`src/rtl/dnn_accel_mult_pipe.sv`:
```
// Pipelined WIDTH x WIDTH integer multiplier (limb partial products, then combine and half-select).
// Latency: 2 register stages; result valid two cycles after the accept cycle, one result per cycle.
// Backpressure: valid/ready, in_ready = stage-1 advance (combinational from out_ready), max 2 beats in flight.
// Optional feature macro: MULT_PIPE_HIGH_EN enables MULH/MULHSU/MULHU; without it every mode returns MUL.
module dnn_accel_mult_pipe #(
  parameter int WIDTH = 32
) (
  input  logic             clk,
  input  logic             reset,
  input  logic             in_valid,
  output logic             in_ready,
  input  logic [WIDTH-1:0] in_a,
  input  logic [WIDTH-1:0] in_b,
  input  logic [1:0]       in_mode,
  output logic             out_valid,
  input  logic             out_ready,
  output logic [WIDTH-1:0] out_result
);

  localparam int H  = WIDTH / 2;
  localparam int W2 = 2 * WIDTH;

  localparam logic [1:0] MODE_MUL    = 2'b00;
  localparam logic [1:0] MODE_MULH   = 2'b01;
  localparam logic [1:0] MODE_MULHSU = 2'b10;

  // Handshake / advance control
  logic s1_valid;
  logic s2_valid;
  logic s1_adv;
  logic s2_adv;
  logic accept;

  assign s2_adv   = ~s2_valid | out_ready;
  assign s1_adv   = ~s1_valid | s2_adv;
  assign in_ready = s1_adv;
  assign accept   = in_valid & in_ready;

  // Operand limbs, zero-extended to WIDTH so each H x H product fits exactly
  logic [WIDTH-1:0] a_lo;
  logic [WIDTH-1:0] a_hi;
  logic [WIDTH-1:0] b_lo;
  logic [WIDTH-1:0] b_hi;

  assign a_lo = {{H{1'b0}}, in_a[H-1:0]};
  assign a_hi = {{H{1'b0}}, in_a[WIDTH-1:H]};
  assign b_lo = {{H{1'b0}}, in_b[H-1:0]};
  assign b_hi = {{H{1'b0}}, in_b[WIDTH-1:H]};

  logic [WIDTH-1:0] pp_ll_d;
  logic [WIDTH-1:0] pp_hl_d;
  logic [WIDTH-1:0] pp_lh_d;

  assign pp_ll_d = a_lo * b_lo;
  assign pp_hl_d = a_hi * b_lo;
  assign pp_lh_d = a_lo * b_hi;

  logic [WIDTH-1:0] s1_pp_ll;
  logic [WIDTH-1:0] s1_pp_hl;
  logic [WIDTH-1:0] s1_pp_lh;

`ifdef MULT_PIPE_HIGH_EN
  // High-half support: top partial product plus two's-complement corrections.
  // Signed product = ua*ub - (a<0 ? ub<<W : 0) - (b<0 ? ua<<W : 0)  (mod 2^2W)
  logic [WIDTH-1:0] pp_hh_d;
  logic [WIDTH-1:0] corr_a_d;
  logic [WIDTH-1:0] corr_b_d;
  logic             signed_a;

  assign pp_hh_d  = a_hi * b_hi;
  assign signed_a = (in_mode == MODE_MULH) || (in_mode == MODE_MULHSU);
  assign corr_a_d = (signed_a && in_a[WIDTH-1]) ? in_b : '0;
  assign corr_b_d = ((in_mode == MODE_MULH) && in_b[WIDTH-1]) ? in_a : '0;

  logic [WIDTH-1:0] s1_pp_hh;
  logic [WIDTH-1:0] s1_corr_a;
  logic [WIDTH-1:0] s1_corr_b;
  logic [1:0]       s1_mode;
`else
  // Low-half only build: the mode field has no effect on the result
  logic unused_mode;
  assign unused_mode = ^in_mode;
`endif

  // Stage-1 occupancy: fill on accept, empty when it drains with no new beat
  always_ff @(posedge clk) begin
    if (reset) begin
      s1_valid <= 1'b0;
    end else if (s1_adv) begin
      s1_valid <= accept;
    end
  end

  // Stage-1 payload: partial products and mode captured only on accept
  always_ff @(posedge clk) begin
    if (accept) begin
      s1_pp_ll  <= pp_ll_d;
      s1_pp_hl  <= pp_hl_d;
      s1_pp_lh  <= pp_lh_d;
`ifdef MULT_PIPE_HIGH_EN
      s1_pp_hh  <= pp_hh_d;
      s1_corr_a <= corr_a_d;
      s1_corr_b <= corr_b_d;
      s1_mode   <= in_mode;
`endif
    end
  end

  // Combine partial products and pick the requested half
  logic [WIDTH-1:0] result_d;

`ifdef MULT_PIPE_HIGH_EN
  logic [W2-1:0]    prod_sum;
  logic [W2-1:0]    prod;
  logic [WIDTH-1:0] corr_sum;

  always_comb begin
    prod_sum = {{WIDTH{1'b0}}, s1_pp_ll}
             + ({{WIDTH{1'b0}}, s1_pp_hl} << H)
             + ({{WIDTH{1'b0}}, s1_pp_lh} << H)
             + {s1_pp_hh, {WIDTH{1'b0}}};
    // Carry out of the correction sum lands at bit 2W and is dropped
    corr_sum = s1_corr_a + s1_corr_b;
    prod     = prod_sum - {corr_sum, {WIDTH{1'b0}}};
    result_d = (s1_mode == MODE_MUL) ? prod[WIDTH-1:0] : prod[W2-1:WIDTH];
  end
`else
  always_comb begin
    result_d = s1_pp_ll + (s1_pp_hl << H) + (s1_pp_lh << H);
  end
`endif

  // Stage-2 / output register: holds while the consumer stalls
  always_ff @(posedge clk) begin
    if (reset) begin
      s2_valid   <= 1'b0;
      out_result <= '0;
    end else if (s2_adv) begin
      s2_valid <= s1_valid;
      if (s1_valid) begin
        out_result <= result_d;
      end
    end
  end

  assign out_valid = s2_valid;

endmodule

```
`config.mk`:
```
export PLATFORM = sky130hd
export DESIGN_NAME = dnn_accel_mult_pipe
export DESIGN_NICKNAME = d
export VERILOG_FILES = /design/src/rtl/dnn_accel_mult_pipe.sv
export SDC_FILE = /design/constraint.sdc
export NUM_CORES = 1
export LEC_CHECK = 0
export CAP_MARGIN = 5
export CELL_PAD_IN_SITES_DETAIL_PLACEMENT = 1
export CELL_PAD_IN_SITES_GLOBAL_PLACEMENT = 2
export CORE_MARGIN = 2
export CORE_UTILIZATION = 35
export CTS_BUF_LIST = sky130_fd_sc_hd__clkbuf_16
export DETAILED_ROUTE_END_ITERATION = 8
export GPL_TIMING_DRIVEN = 0
export PLACE_DENSITY = 0.77
export SYNTH_ARGS = -nofsm -noshare
export SYNTH_HDL_FRONTEND = slang
export SYNTH_SLANG_ARGS = --single-unit
```
`constraint.sdc`:
```
create_clock -name clk -period 6.13 [get_ports clk]
set_clock_uncertainty 0.2 [all_clocks]
set_input_delay 0.613 -clock clk [delete_from_list [all_inputs] [get_ports clk]]
set_output_delay 0.613 -clock clk [all_outputs]
set_load 0.01 [all_outputs]
```
==> impl_metrics.toml <==
[global_route]
groute.usage.overall = 0.226
grt_max_degree = 36
grt_pass1_vias = 17500
grt_pass1_wl_um = 102000
gr-total-overflow = 0
antenna_found_initial = 5

[routing]
via_count = 15600
first_pass_iters = 4
ant_nets = 0
totalWireLength_um = 66400
remaining_drc_errors = 0
wl_per_cell_um = 20.8
dr.first_iter.drc_count = 625
vias_per_cell = 4.88

[floorplanning]
initial_utilization = 0.353
num_rows = 88
fp.dieW_um = 245
die_h_um = 245
die-area_mm2 = 0.0600
coreArea_mm2 = 0.0576
num_io_pins = 104

[worst_setup_path]
critPathSlowestCell = "fa_1"
reg2reg_depth = 12
cp-start-kind = "input port"
cpMostUsedCell = "fa_1"
required_ps = 6010
cp_num_cells = 22
cp_top_family = "adder cells"
cp_max_fo = 6
worstSetupPathType = "in2reg"
critPathBufInv = 6
endpoint_kind = "register"
slowest_delay_ps = 520
cp.arrival_ps = 6350
crit_chain = "clkbuf_16 -> clkbuf_16 -> and2_4 -> fa_1 -> inv_2 -> fa_1 -> fa_1 -> inv_1 -> fa_1 -> fa_1 -> inv_1 -> fa_1 -> inv_2 -> ha_4 -> a21o_1 -> a31o_4 -> a21o_1 -> a221oi_4 -> a21boi_2 -> o21ai_2 -> a2111oi_4 -> a311o_2"

[run_status]
violations = "setup timing"
status = "finished, violations left"

[yosys]
synth_edf_count = 64
syn-num-nets = 2895
async_flop_share = 0
synth_cells = 2239
synth.distinct_cells = 56
seq_area_frac_synth = 0.128
ys_ff_latch = 98
synth_top_flop_cell = "edfxtp_1"
netlist_area_mm2 = 0.0203
synth_area_per_cell_um2 = 9.07
yosysWarnings = 0

[sta]
fmaxAchievable_mhz = 154
maxSlewHeadroom = 0.452
setup_viol = 6
holdWs_ps = 254
fin_crit_ps = 6480
rsz0062_at_grt = "yes"
hold_viol_final = 0
tightest_slew_ps = 821
min_period_over_period = 1.06
fin_ws_ps = -350
slew_violations = 0

[placement]
port_buffers = 92
gp_congestion = 0.840
dp_hpwl_um = 54000
place_ws_ps = -2530
placed_cells = 3097

[hold_path]
min_path_type = "reg2reg"
hold_depth = 2

[clocking]
path_clk_slew_ps = 70
cts-root-buf = "clkbuf_16"
cts_max_level = 3
cts_sinks = 98
cts.path.max_buffers = 2
cts_inserted_buffers = 9
insertion_delay_ps = 340
cts_tree = "done"

[run]
cap_violations = 0

[layout]
nNetsFinal = 3075
drive_above_1_share = 0.131
num-fill-cells = 6521
post-route-util = 0.432
final_cell_count_no_fill = 3191
area_delta_synth_final_pct = 22.5
[routing by layer]
metal / track usage / part of all wire / up-vias
met2: 0.396 / 0.49 / 356
met3: 0.0231 / 0.046 / 88
met5: 0 / 0 / -
met4: 0.0642 / 0.031 / 0
met1: 0.296 / 0.43 / 8020
li1: - / - / 7118
[kinds of logic after synthesis]
logic type                 synth area share
and+or+nand+nor                       0.168
buffers and inverters                 0.103
AOI/OAI and AO/OA                    0.0519
DFF                                   0.128
xor gates and xnor gates             0.0509
adders and majority gates             0.498
muxes                              0.000493
[cell usage after synthesis, types with 8 or more instances]
cell	instances	area share
a21oi_1	72	0.018
or3_1	8	0.0025
a21o_1	15	0.0055
inv_1	461	0.085
clkbuf_1	96	0.018
edfxtp_1	64	0.095
o21ai_0	12	0.0030
nand2_1	384	0.071
nor3_1	16	0.0039
xnor2_1	97	0.042
dfxtp_1	34	0.034
nor2b_1	13	0.0040
nand3_1	16	0.0039
nor2_1	35	0.0065
ha_1	216	0.13
fa_1	370	0.36
xor2_1	21	0.0091
and2_1	225	0.069
[tightest hold or removal path, cell delays in order, from the launching register on]
cell	delay [ps]
dfxtp_1	310
nand2_1	50
a21oi_1	50
[what timing repair did]
item	CTS	global route
gates resized for setup	438	111
endpoints found under the hold margin	0	0
cloned	1	0
hold buffers	0	0
setup buffers	54	25
setup endpoints to repair	36	20
pin swaps	43	66
[cells in the final DEF (no fill, tap or decap), types with 15 or more instances in the layout]
cell	instances
a21oi_1	65
buf_6	20
and2_1	212
nor2_1	33
a21o_1	15
nand2_1	375
inv_1	453
edfxtp_1	64
xor2_1	20
dfxtp_1	34
buf_4	75
xnor2_1	82
ha_1	200
clkbuf_1	21
clkbuf_8	20
ha_4	15
clkdlybuf4s50_1	51
fa_1	360
clkbuf_16	40
[sequential cells by signal, summed over array words and instances, names as in the netlist]
register	count
s1_pp_lh	16
s1_valid	1
out_valid	1
s1_pp_ll	32
s1_pp_hl	16
out_result	32
[stage by stage]
stage / TNS, ps / cell area, µm²
after floorplan: -86.8 / 20500
after global placement: -44370 / 22400
after detailed placement: -47450 / 22400
after CTS: -1110 / 24300
after global routing: -2410 / 24900
final: -1180 / 24900
[path summary, 6_finish.rpt]
path | startpoint | end | slack (ps)
max | in_b[4] | s1_pp_ll[30] | -350
min | out_result[30] | out_result[30] | 250
max reg2reg | s1_pp_ll[17] | out_result[31] | 2580
min reg2reg | out_result[30] | out_result[30] | 250
[final cells by class]
| type | count | area [µm²] | area share |
|---|---|---|---|
| well taps | 765 | 957 | 0.0385 |
| clock inverters | 7 | 61.3 | 0.00247 |
| multi-input cells | 1583 | 16300 | 0.655 |
| flip-flops and latches | 98 | 2600 | 0.105 |
| diodes | 2 | 5.00 | 0.000201 |
| inverters | 461 | 1730 | 0.0696 |
| plain buffers | 93 | 1300 | 0.0524 |
| repair buffers | 173 | 1700 | 0.0683 |
| clock buffers | 9 | 225 | 0.00906 |
Power is not shown: default switching activity piles up to over one toggle a cycle in this logic, so the estimate is an artifact.
